### src/rtl/aligned_ram_arbiter_if.sv
`default_nettype none
// +----------------------------------------------------------------------+
// | Module : aligned_ram_arbiter_if                                      |
// | Brief  : Two-requester request/response bundle for the arbiter.      |
// |          Requester i occupies bit i of the per-requester vectors and |
// |          slice i of the packed address/data buses.                   |
// | Ports  : master = requester side, slave = arbiter side               |
// | Rev    : 1.0  initial release                                        |
// +----------------------------------------------------------------------+
interface aligned_ram_arbiter_if #(
  parameter int ADDR_W = 32,
  parameter int DATA_W = 32
);
  logic [1:0]          req_valid;
  logic [1:0]          req_ready;
  logic [1:0]          req_we;
  logic [2*ADDR_W-1:0] req_addr;
  logic [2*DATA_W-1:0] req_wdata;
  logic [1:0]          rsp_valid;
  logic [1:0]          rsp_ready;
  logic [DATA_W-1:0]   rsp_rdata;
  logic                rsp_err;

  modport master (
    output req_valid, req_we, req_addr, req_wdata, rsp_ready,
    input  req_ready, rsp_valid, rsp_rdata, rsp_err
  );

  modport slave (
    input  req_valid, req_we, req_addr, req_wdata, rsp_ready,
    output req_ready, rsp_valid, rsp_rdata, rsp_err
  );
endinterface
`default_nettype wire

### src/rtl/aligned_ram_arbiter.sv
`default_nettype none
// +----------------------------------------------------------------------+
// | Module : aligned_ram_arbiter                                         |
// | Brief  : Round-robin arbiter and access sequencer in front of a      |
// |          word-aligned single-port RAM. One request in flight; bad    |
// |          addresses are answered with an error and never reach RAM.  |
// | Ports  : clk, rst      - clock, synchronous active-high reset        |
// |          bus (slave)   - two-requester request/response channel      |
// |          ram_*         - RAM port (read data valid cycle after en)   |
// |          busy          - transaction in progress                     |
// |          err_cnt       - saturating count of rejected requests       |
// | Rev    : 1.0  initial release                                        |
// +----------------------------------------------------------------------+
module aligned_ram_arbiter #(
  parameter  int ADDR_W = 32,
  parameter  int DATA_W = 32,
  parameter  int DEPTH  = 256,
  localparam int RAM_AW = $clog2(DEPTH)
) (
  input  wire logic              clk,
  input  wire logic              rst,
  aligned_ram_arbiter_if.slave   bus,
  output logic                   ram_en,
  output logic                   ram_we,
  output logic [RAM_AW-1:0]      ram_addr,
  output logic [DATA_W-1:0]      ram_wdata,
  input  wire logic [DATA_W-1:0] ram_rdata,
  output logic                   busy,
  output logic [7:0]             err_cnt
);

  localparam logic [ADDR_W-3:0] DEPTH_WORDS = (ADDR_W-2)'(DEPTH);

  typedef enum logic [1:0] {
    S_IDLE    = 2'd0,
    S_ACCESS  = 2'd1,
    S_CAPTURE = 2'd2,
    S_RESP    = 2'd3
  } state_t;

  state_t              r_state;
  logic                r_rr_last;
  logic                r_gnt_id;
  logic                r_we;
  logic [RAM_AW-1:0]   r_ram_addr;
  logic [DATA_W-1:0]   r_wdata;
  logic [DATA_W-1:0]   r_rdata;
  logic [1:0]          r_rsp_valid;
  logic                r_rsp_err;
  logic                r_ram_en;
  logic                r_ram_we;
  logic                r_busy;
  logic [7:0]          r_err_cnt;

  logic [1:0]          w_grant;
  logic [1:0]          w_ready;
  logic                w_sel;
  logic [ADDR_W-1:0]   w_sel_addr;
  logic [DATA_W-1:0]   w_sel_wdata;
  logic                w_sel_we;
  logic                w_bad;

  // Round robin: with both valid, the requester not served last wins.
  // rr_last resets to 1 so requester 0 wins the first tie.
  always_comb begin
    w_grant[0] = bus.req_valid[0] & (~bus.req_valid[1] | r_rr_last);
    w_grant[1] = bus.req_valid[1] & (~bus.req_valid[0] | ~r_rr_last);
  end

  // Grants only leave the arbiter in IDLE and never while reset is held,
  // so a handshake can never be seen by the requester and lost here.
  assign w_ready     = (r_state == S_IDLE && !rst) ? w_grant : 2'b00;
  assign w_sel       = w_ready[1];
  assign w_sel_addr  = w_sel ? bus.req_addr[2*ADDR_W-1:ADDR_W] : bus.req_addr[ADDR_W-1:0];
  assign w_sel_wdata = w_sel ? bus.req_wdata[2*DATA_W-1:DATA_W] : bus.req_wdata[DATA_W-1:0];
  assign w_sel_we    = w_sel ? bus.req_we[1] : bus.req_we[0];
  assign w_bad       = (w_sel_addr[1:0] != 2'b00) || (w_sel_addr[ADDR_W-1:2] >= DEPTH_WORDS);

  always_ff @(posedge clk) begin
    if (rst) begin
      r_state     <= S_IDLE;
      r_rr_last   <= 1'b1;
      r_gnt_id    <= 1'b0;
      r_we        <= 1'b0;
      r_ram_addr  <= '0;
      r_wdata     <= '0;
      r_rdata     <= '0;
      r_rsp_valid <= 2'b00;
      r_rsp_err   <= 1'b0;
      r_ram_en    <= 1'b0;
      r_ram_we    <= 1'b0;
      r_busy      <= 1'b0;
      r_err_cnt   <= 8'd0;
    end else begin
      case (r_state)
        S_IDLE: begin
          if (w_ready != 2'b00) begin
            r_gnt_id   <= w_sel;
            r_rr_last  <= w_sel;
            r_we       <= w_sel_we;
            r_ram_addr <= w_sel_addr[RAM_AW+1:2];
            r_wdata    <= w_sel_wdata;
            r_busy     <= 1'b1;
            if (w_bad) begin
              // Rejected: straight to the response, RAM untouched.
              r_rsp_valid <= w_ready;
              r_rsp_err   <= 1'b1;
              if (r_err_cnt != 8'hFF) begin
                r_err_cnt <= r_err_cnt + 8'd1;
              end
              r_state <= S_RESP;
            end else begin
              r_ram_en <= 1'b1;
              r_ram_we <= w_sel_we;
              r_state  <= S_ACCESS;
            end
          end
        end
        S_ACCESS: begin
          r_ram_en <= 1'b0;
          r_ram_we <= 1'b0;
          if (r_we) begin
            r_rsp_valid <= {r_gnt_id, ~r_gnt_id};
            r_state     <= S_RESP;
          end else begin
            r_state <= S_CAPTURE;
          end
        end
        S_CAPTURE: begin
          r_rdata     <= ram_rdata;
          r_rsp_valid <= {r_gnt_id, ~r_gnt_id};
          r_state     <= S_RESP;
        end
        S_RESP: begin
          // Only the granted requester's ready can retire the response.
          if (bus.rsp_ready[r_gnt_id]) begin
            r_rsp_valid <= 2'b00;
            r_rsp_err   <= 1'b0;
            r_rdata     <= '0;
            r_busy      <= 1'b0;
            r_state     <= S_IDLE;
          end
        end
        default: begin
          r_state <= S_IDLE;
        end
      endcase
    end
  end

  assign bus.req_ready = w_ready;
  assign bus.rsp_valid = r_rsp_valid;
  assign bus.rsp_err   = r_rsp_err;
  // r_rdata is loaded only on the CAPTURE->RESP edge and cleared on exit,
  // so it is zero for writes, errors and outside RESP.
  assign bus.rsp_rdata = r_rdata;
  assign ram_en        = r_ram_en;
  assign ram_we        = r_ram_we;
  assign ram_addr      = r_ram_addr;
  assign ram_wdata     = r_wdata;
  assign busy          = r_busy;
  assign err_cnt       = r_err_cnt;

endmodule
`default_nettype wire

### src/flat_wrapper.sv
// flat-port wrapper written by rule: the top's interface ports become plain ports
module aligned_ram_arbiter_flat 
#(
  parameter  int ADDR_W = 32,
  parameter  int DATA_W = 32,
  parameter  int DEPTH  = 256,
  localparam int RAM_AW = $clog2(DEPTH)
)
  (clk, rst, ram_en, ram_we, ram_addr, ram_wdata, ram_rdata, busy, err_cnt, bus_req_valid, bus_req_we, bus_req_addr, bus_req_wdata, bus_rsp_ready, bus_req_ready, bus_rsp_valid, bus_rsp_rdata, bus_rsp_err);
  aligned_ram_arbiter_if #(.ADDR_W(ADDR_W), .DATA_W(DATA_W)) bus_i ();
  input  wire logic clk;
  input  wire logic rst;
  output logic ram_en;
  output logic ram_we;
  output logic [RAM_AW-1:0] ram_addr;
  output logic [DATA_W-1:0] ram_wdata;
  input  wire logic [DATA_W-1:0] ram_rdata;
  output logic busy;
  output logic [7:0] err_cnt;
  input wire logic [$bits(bus_i.req_valid)-1:0] bus_req_valid;
  input wire logic [$bits(bus_i.req_we)-1:0] bus_req_we;
  input wire logic [$bits(bus_i.req_addr)-1:0] bus_req_addr;
  input wire logic [$bits(bus_i.req_wdata)-1:0] bus_req_wdata;
  input wire logic [$bits(bus_i.rsp_ready)-1:0] bus_rsp_ready;
  output wire logic [$bits(bus_i.req_ready)-1:0] bus_req_ready;
  output wire logic [$bits(bus_i.rsp_valid)-1:0] bus_rsp_valid;
  output wire logic [$bits(bus_i.rsp_rdata)-1:0] bus_rsp_rdata;
  output wire logic [$bits(bus_i.rsp_err)-1:0] bus_rsp_err;
  assign bus_i.req_valid = bus_req_valid;
  assign bus_i.req_we = bus_req_we;
  assign bus_i.req_addr = bus_req_addr;
  assign bus_i.req_wdata = bus_req_wdata;
  assign bus_i.rsp_ready = bus_rsp_ready;
  assign bus_req_ready = bus_i.req_ready;
  assign bus_rsp_valid = bus_i.rsp_valid;
  assign bus_rsp_rdata = bus_i.rsp_rdata;
  assign bus_rsp_err = bus_i.rsp_err;
  aligned_ram_arbiter #(.ADDR_W(ADDR_W), .DATA_W(DATA_W), .DEPTH(DEPTH)) u_core (.clk(clk), .rst(rst), .bus(bus_i), .ram_en(ram_en), .ram_we(ram_we), .ram_addr(ram_addr), .ram_wdata(ram_wdata), .ram_rdata(ram_rdata), .busy(busy), .err_cnt(err_cnt));
endmodule
### config.mk
export PLATFORM = sky130hd
export DESIGN_NAME = aligned_ram_arbiter_flat
export DESIGN_NICKNAME = d
export VERILOG_FILES = /design/src/rtl/aligned_ram_arbiter_if.sv /design/src/rtl/aligned_ram_arbiter.sv /design/src/flat_wrapper.sv
export SDC_FILE = /design/constraint.sdc
export NUM_CORES = 1
export LEC_CHECK = 0
export CAP_MARGIN = 10
export CELL_PAD_IN_SITES_DETAIL_PLACEMENT = 1
export CELL_PAD_IN_SITES_GLOBAL_PLACEMENT = 1
export CORE_MARGIN = 10
export CORE_UTILIZATION = 26
export DETAILED_ROUTE_END_ITERATION = 8
export PLACE_DENSITY_LB_ADDON = 0.08
export SLEW_MARGIN = 20
export SYNTH_ARGS = -nofsm -noshare
export SYNTH_HDL_FRONTEND = slang
export SYNTH_SLANG_ARGS = --single-unit
export TNS_END_PERCENT = 1
### constraint.sdc
create_clock -name clk -period 2.37 [get_ports clk]
set_clock_uncertainty 0.05 [all_clocks]
set_input_delay 0.237 -clock clk [delete_from_list [all_inputs] [get_ports clk]]
set_output_delay 0.237 -clock clk [all_outputs]
set_load 0.02 [all_outputs]
; Yosys cells after proc, flatten, opt, wreduce, memory -nomap -nowiden
; Index checks and enable logic that the tools add are counted.
[word_totals]
reg_bits = 91
inputBits = 168
output_inout_bits = 88
[op_classes]
addsub = 1
order_cmp = 2
eq_ne = 9
muxes = 29
bitwise = 8
reduce_logical = 17
[op_table]
columns = op, count
row1 = 2-to-1 mux 32 bit, 3
row2 = case mux 32 bit (2 select lines), 1
row3 = greater-or-equal comparator 30 x 9 -> 1 bit (second input constant), 1
row4 = case mux 2 bit (4 select lines), 2
row5 = 2-to-1 mux 2 bit, 7
row6 = 2-to-1 mux 1 bit, 12
row7 = AND reduction 4 bit, 3
row8 = nonzero test 2 bit, 5
row9 = adder 8 x 1 -> 8 bit (second input constant), 1
row10 = inequality test 8 bit (second input constant), 1
row11 = case mux 1 bit (2 select lines), 4
row12 = inequality test 2 x 1 -> 1 bit (second input constant), 3
row13 = AND reduction 2 bit, 3
row14 = AND reduction 3 bit, 2
row15 = == test 2 bit (second input constant), 2
row16 = inequality test 2 bit (second input constant), 2
row17 = NOT 1 bit, 4
row18 = bitwise AND 1 bit, 2
row19 = == test 2 x 1 -> 1 bit (second input constant), 1
row20 = logical NOT 2 bit, 1
row21 = less-than comparator 1 x 2 -> 1 bit (second input constant), 1
row22 = OR 1 bit, 2
row23 = logical AND 1 bit, 1
row24 = logical NOT 1 bit, 1
row25 = logical OR 1 bit, 1

; Logic depth before layout (Yosys ltp)
; Gate-level depths: netlist of the first run.
[logic_depth]
ltp_word = 10
ltp_mapped = 9

; Worst setup path after synthesis of the first run
; No wires, ideal clock.
[synth_timing]
path_kind = register to register
from = reg u_core.r_state[0]
to = reg u_core.r_err_cnt[1], in the netlist u_core.err_cnt[1]
setup_ns = 0.123
arrival_ns = 1.986
required_time_ns = 2.197
setup_slack_ns = 0.211
path_stages_with_launch = 9
n_path_buf = 1
period_less_slack_ns = 2.159
path_cell_list = dfxtp_1 > inv_1 > ha_1 > nand2_2 > or3_1 > buf_2 > o32ai_4 > nor2_1 > mux2_1
[synth_via]
elab_chain_cells = 7
elab_cells_between_ends = 9
cone_classes = order compare (1) / mux (2) / reduce/logical (6)
[synth_rtl]
columns = item, line
row1 = start: declaration, aligned_ram_arbiter.sv:41  ; state_t r_state;
row2 = start signal: assignment, aligned_ram_arbiter.sv:81  ; r_state <= S_IDLE;
row3 = start signal: assignment, aligned_ram_arbiter.sv:111  ; r_state <= S_RESP;
row4 = start signal: assignment, aligned_ram_arbiter.sv:115  ; r_state <= S_ACCESS;
row5 = logical NOT 2 bit *, "aligned_ram_arbiter.sv:72, aligned_ram_arbiter.sv:95"
row6 = logical AND 1 bit, aligned_ram_arbiter.sv:72  ; assign w_ready = (r_state == S_IDLE && !rst) ? w_grant : 2'b00;
row7 = 2-to-1 mux 2 bit, aligned_ram_arbiter.sv:72
row8 = 2-to-1 mux 32 bit, aligned_ram_arbiter.sv:74  ; assign w_sel_addr = w_sel ? bus.req_addr[2*ADDR_W-1:ADDR_W] : bus.req_addr[ADDR_W-1:0];
row9 = greater-or-equal comparator 30 x 9 -> 1 bit / nonzero test 2 bit (equally long branches), aligned_ram_arbiter.sv:77  ; assign w_bad = (w_sel_addr[1:0] != 2'b00) || (w_sel_addr[ADDR_W-1:2] >= DEPTH_WORDS);
row10 = logical OR 1 bit, aligned_ram_arbiter.sv:77
row11 = AND reduction 4 bit (no source line) *, n/a
row12 = end signal: assignment, aligned_ram_arbiter.sv:109  ; r_err_cnt <= r_err_cnt + 8'd1;
row13 = end: declaration, aligned_ram_arbiter.sv:53  ; logic [7:0] r_err_cnt;
; Every way passes the cells marked *; elsewhere a longest branch is shown, timed or not.
; A chain may end at the register's enable or synchronous reset.

; Worst setup path after layout of the first run
[layout_timing]
from = reg u_core.r_state[1]
to = reg u_core.r_err_cnt[4], in the netlist u_core.err_cnt[4]
; Same word-level chain as after synthesis.

==> impl_metrics.ini, run 1 <==
[clock_network]
cts.clk_slew.worst_paths_ns = 0.07
cts_sinks = 91
ctsHoldBuffers = 0
clockBufferDepth = 2
cts_buffers = 9
clock_latency_ns = 0.34
cts_root_buf = clkbuf_16
cts_max_level = 3
tritoncts = done

[finish]
insertedDiodeCount = 0
fill_cells = 1754
drive_gt1_share_pct = 7.55
post-route-util_pct = 47.9
area_growth_pct = 79.9
nNetsFinal = 897
layout_commonest_cell = clkdlybuf4s50_1
final_cell_mix = clkdlybuf4s50_1, dfxtp_1, nor2_1

[drt]
num_vias = 4494
avgViaCountPerCell = 4.79
drc_errors = 0
wl_um = 17500
drt_iter0_drc = 138
antenna_left = 0
wl_per_cell_um = 18.7
drt_first_pass_iters = 4

[critical_path]
cp.arrival_ns = 2.51
worstPathRequired_ns = 2.60
reg2reg_setup_slack_ns = 0.09
worstSetupPathType = reg -> reg
r2r-end = u_core.err_cnt[4]
critPathCaptureType = flip-flop
path_delay_family = simple AND/OR/NAND/NOR gates
cp_common_cell = buf_4
ff2ff_path_depth = 10
critPathLaunchType = flip-flop
critPathMaxStageDelay_ns = 0.50
cp_cell_sequence = inv_1, ha_2, nand2_2, buf_4, o311ai_4, o32ai_4, buf_12, buf_4, or4_1, nand2_1
cp.buffers_inverters = 4
setup.worst_path.end = u_core.err_cnt[4]
crit_cells = 10
cp-startpoint = u_core.r_state[1]
cp_slowest_cell = or4_1
r2r-start = u_core.r_state[1]
path_max_fanout = 6

[sta]
finalSetupViolations = 0
hold_viol = 0
worst_slack_ns = 0.0912
timing.fmax_ghz = 0.439
slew_violations = 0
timing.final.crit_share_pct = 96.2
slew_headroom_pct = 61.4
worstMarginPinSlew_ns = 0.574
min_period_ns = 2.28

[pwr]
p_leak_uw = 0.00284
ir_drop_uv = 409
p_per_area_nw_per_um2 = 931
total_power_uw = 6830

[floorplanning]
chipHeight_um = 145
fp.dieW_um = 145
die_area_um2 = 21100
initial_utilization_pct = 26.6
rows = 45
ios = 256
core_area_um2 = 15300

[grt]
grt_usage_pct = 15.7
grt_antenna_before_repair = 0
gr-total-overflow = 0
grt_start_max_net_pins = 48
grt_pass1_wl_um = 27000
grt_pass1_vias = 4812

[synth]
ys_warn_count = 0
ys_seq_area_share_pct = 44.7
async_flop_share_pct = 0
syn_area_per_cell_um2 = 8.75
ys_top_cells_by_area = dfxtp_1, mux2i_1, a211oi_1, nor2_1, a21oi_1
netlist_area_um2 = 4080
yosysTopAreaCellShare_pct = 44.7
synth_edf_count = 0
synth_seq_cells = 91
ys_types = 41
netlist_instances = 466
synth_top_area_cell = dfxtp_1
ys.flop_type = dfxtp_1
syn_nets = 640

[job]
drv_cap = 0

[min_path]
min_path_type = reg -> reg

[placed_design]
gp_congestion = 0.782
place_hpwl_um = 14000
portBuffers = 255
dp_slack_ns = -0.159

[outcome]
outcome = complete, no violations
==> state kept, by name, summed over array words and instances, names as in the netlist <==
name and flops:
u_core.ram_en 1, u_core.r_we 1, u_core.busy 1, u_core.r_state 2, u_core.r_rr_last 1, u_core.bus.rsp_rdata 32, u_core.ram_addr 8, u_core.ram_wdata 32
u_core.r_gnt_id 1, u_core.ram_we 1, u_core.err_cnt 8, u_core.bus.rsp_err 1, u_core.bus.rsp_valid 2
==> report_power, final <==
part | leakage [µW] | internal, µW | total [µW] | switching (µW)
sequential | 0.000746 | 1890 | 2090 | 205
combinational | 0.00194 | 1510 | 3270 | 1750
clock | 0.000150 | 853 | 1470 | 619
==> layout make-up <==
| cell class | instances | area [µm²] | area share, % |
|---|---|---|---|
| clock buffer | 11 | 243 | 3.31 |
| clock inverter | 5 | 61.3 | 0.835 |
| inverter | 10 | 37.5 | 0.512 |
| multi-input combinational | 328 | 2100 | 28.6 |
| sequential | 91 | 1820 | 24.8 |
| tap | 211 | 264 | 3.60 |
| timing repair buffer | 283 | 2810 | 38.3 |
==> worst reg2reg max path, cell delays in order (launching register included) <==
cell and delay (ns):
dfxtp_1 0.31, inv_1 0.10, ha_2 0.21, nand2_2 0.07, buf_4 0.15, o311ai_4 0.32, o32ai_4 0.15, buf_12 0.16
buf_4 0.14, or4_1 0.50, nand2_1 0.07
==> per-stage QoR <==
stage | std cells | area, µm² | setup TNS (ns) | hold WS [ns]
floorplan | 466 | 4080 | 0 | 0.352
global placement | 920 | 6960 | -0.156 | 0.388
detailed placement | 920 | 6960 | -0.543 | 0.400
CTS | 936 | 7260 | 0 | 0.390
global route | 939 | 7340 | -0.000496 | 0.426
finish | 939 | 7340 | 0 | 0.403
==> synth_stat cells (2+ instances only) <==
cell       n
mux2i_1   44
mux2_2     2
nor3_1     2
nand3_1   38
inv_1     10
nor2_1    52
o21ai_0    5
a211oi_1  48
o311ai_0   3
clkbuf_1  18
nor2b_1    4
a31oi_1    2
ha_1       6
o211ai_1   3
o21ai_1    2
a221oi_1   2
nor4_1    13
buf_1     10
nand4_1    2
a21oi_1   38
or4_1      2
or3_1      2
buf_2      8
nand2_1   41
and2_1     2
dfxtp_1   91
o41ai_1    2
==> routing by layer <==
| layer | up-vias | wire length (µm) | global-route usage (%) | share of wire, % |
|---|---|---|---|---|
| li1 | 2214 | - | - | - |
| met5 | - | 0 | 0 | 0 |
| met3 | 13 | 1430 | 6.52 | 8.2 |
| met1 | 2124 | 6890 | 16.5 | 39 |
| met4 | 0 | 182 | 4.20 | 1.0 |
| met2 | 143 | 9010 | 28.3 | 51 |
==> worst min path at each step <==
stage / from / to / slack (ns) / cells past startpoint
after global routing: ram_rdata[8] / u_core.bus.rsp_rdata[8] / 0.43 / 3
after floorplan: ram_rdata[16] / u_core.bus.rsp_rdata[16] / 0.35 / 2
after detailed placement: u_core.bus.rsp_rdata[14] / u_core.bus.rsp_rdata[14] / 0.40 / 2
after CTS: rst / u_core.r_gnt_id / 0.39 / 3
final: u_core.bus.rsp_rdata[27] / u_core.bus.rsp_rdata[27] / 0.40 / 2
after global placement: u_core.bus.rsp_rdata[6] / u_core.bus.rsp_rdata[6] / 0.39 / 2
==> cells by family (layout without fill, tap and decap cells) <==
kind of cell    Yosys count  count (layout)  synth area share [%]
simple gates            162             162                  18.0
compound gates          113             113                  19.1
flops                    91              91                  44.7
mux                      47              47                  11.6
buf+inv                  47             309                  4.75
fa+ha+maj                 6               6                  1.84
==> what timing repair did <==
item	in CTS	in global routing
gates cloned	0	1
endpoints found under the setup margin	3	8
pin swaps	1	2
setup buffers	0	2
resized for setup	4	6
(Power assumes the default switching activity.)
==> run 2, diff against run 1 <==
--- a/config.mk
+++ b/config.mk
@@ -11,7 +11,9 @@
 export CORE_MARGIN = 10
 export CORE_UTILIZATION = 26
 export DETAILED_ROUTE_END_ITERATION = 8
-export PLACE_DENSITY_LB_ADDON = 0.08
+export GPL_ROUTABILITY_DRIVEN = 0
+export PLACE_DENSITY_LB_ADDON = 0.05
+export SETUP_SLACK_MARGIN = 0.2
 export SLEW_MARGIN = 20
 export SYNTH_ARGS = -nofsm -noshare
 export SYNTH_HDL_FRONTEND = slang
==> run 2 against run 1 <==
Compared with the run above:
- sequential share of layout area is essentially flat
- cell count shrank 0.21%
- wire length shrank 2.8%
- clock power is essentially flat
- core utilization shrank 0.057 points
- register-to-register slack gained 0.14 ns
- first-iteration DRC count shrank 33%
- combinational power shrank 2%
==> impl_metrics.ini, run 2 (synthesis results as in run 1) <==
[floorplanning]
chipHeight_um = 145
fp.dieW_um = 145
die_area_um2 = 21100
rows = 45
initial_utilization_pct = 26.6
ios = 256
core_area_um2 = 15300

[critical_path]
critPathLaunchType = flip-flop
r2r-start = u_core.r_state[1]
cp_slowest_cell = clkdlybuf4s15_1
reg2reg_setup_slack_ns = 0.23
path_max_fanout = 11
r2r-end = u_core.err_cnt[4]
ff2ff_path_depth = 9
cp_cell_sequence = inv_1, ha_1, buf_4, nand2_1, nor3_2, clkdlybuf4s15_1
critPathCaptureType = primary output
cp.arrival_ns = 1.89
worstSetupPathType = reg -> out
worstPathRequired_ns = 2.08
critPathMaxStageDelay_ns = 0.38

[drt]
drt-met1-wl_um = 6710
drt_iter0_drc = 92
route.met3.wl_um = 1420
wl_per_cell_um = 18.2
met2_length_um = 8720
antenna_left = 0
num_vias = 4420
routed.top_layer = met4
avgViaCountPerCell = 4.72
wl_um = 17000
drc_errors = 0
drt_first_pass_iters = 4

[finish]
area_growth_pct = 79.7
drive_gt1_share_pct = 7.58
final_cell_mix = clkdlybuf4s50_1, dfxtp_1, nor2_1
nNetsFinal = 896
fill_cells = 1763
insertedDiodeCount = 0
layout_commonest_cell = clkdlybuf4s50_1
post-route-util_pct = 47.9

[min_path]
min_to = u_core.r_gnt_id
min_delay_path_depth = 2
min_from = rst
min_path_type = in -> reg

[sta]
worstMarginPinSlew_ns = 0.638
finalSetupViolations = 0
hold_viol = 0
timing.final.crit_share_pct = 91.7
rsz0062_at_grt = true
slew_headroom_pct = 57.5
finalSetupTns_ns = 0
slew_violations = 0
min_period_ns = 2.17
timing.fmax_ghz = 0.460

[outcome]
outcome = complete, no violations

[grt]
grt_antenna_before_repair = 0
grt_pass1_vias = 4870
grt_usage_pct = 15.8
grt_start_max_net_pins = 66
grt_pass1_wl_um = 27000
gr-total-overflow = 0

[clock_network]
ctsHoldBuffers = 0
cts_max_level = 3
tritoncts = done
cts.clk_slew.worst_paths_ns = 0.07
cts_root_buf = clkbuf_16
clockBufferDepth = 2
clock_latency_ns = 0.34
cts_sinks = 91
cts_buffers = 9

[pwr]
p_leak_uw = 0.00283
ir_drop_uv = 443
total_power_uw = 6780
p_per_area_nw_per_um2 = 926

[placed_design]
place_hpwl_um = 13700
portBuffers = 255

[job]
drv_cap = 0
==> run 2: metrics by stage <==
| stage | instance area (µm²) | hold slack [ns] | instances | setup WS [ns] |
|---|---|---|---|---|
| final | 7330 | 0.184 | 937 | 0.196 |
| after global routing | 7330 | 0.217 | 937 | 0.0990 |
| after CTS | 7310 | 0.169 | 935 | 0.164 |
| after detailed placement | 6980 | 0.395 | 920 | -0.109 |
| after global placement | 6980 | 0.387 | 920 | -0.0878 |
| after floorplan | 4080 | 0.352 | 466 | 0.211 |
==> run 2: routing by layer <==
layer / up-vias / global-route usage (%)
li1: 2208 / -
met4: 0 / 4.10
met3: 14 / 6.89
met2: 132 / 27.8
met5: - / 0
met1: 2066 / 16.7
==> run 2: final cells by class <==
class	count	area, µm²	share of cell area (%)
Inverter	10	37.5	0.512
Timing Repair Buffer	282	2800	38.2
Sequential cell	91	1820	24.9
Clock inverter	5	61.3	0.836
Tap cell	211	264	3.60
Multi-Input combinational cell	328	2100	28.7
Clock buffer	10	239	3.26
==> run 2: critical path: cells and delay by family, from the launching register on <==
family / cells / cell delay (ns)
and+or+nand+nor: 2 / 0.38
buffers and inverters: 3 / 0.67
DFF: 1 / 0.31
adders and majority gates: 1 / 0.20
==> run 2: worst max path at each step <==
stage,from,to,slack (ns),cells past startpoint
6_report,u_core.r_state[1],bus_req_ready[0],0.20,6
5_1_grt,u_core.r_state[1],bus_req_ready[0],0.1,6
4_1_cts,u_core.r_state[1],u_core.err_cnt[4],0.16,9
3_5_place_dp,bus_req_valid[1],u_core.err_cnt[5],-0.11,8
3_3_place_gp,bus_req_valid[1],bus_req_ready[1],-0.09,5
2_1_floorplan,u_core.r_state[0],u_core.err_cnt[1],0.21,8
==> run 2: repair_timing <==
| action | 4_1_cts | 5_1_grt |
|---|---|---|
| setup endpoints to repair | 16 | 13 |
| resized for setup | 9 | 2 |
| setup buffers | 0 | 2 |
| pin swaps | 1 | 3 |
==> run 2: where the power goes <==
part | internal (µW) | leakage (µW) | total, µW | switching, µW
clock | 849 | 0.000149 | 1480 | 630
sequential | 1890 | 0.000746 | 2090 | 200
combinational | 1490 | 0.00194 | 3220 | 1720
total | 4230 | 0.00283 | 6780 | 2550
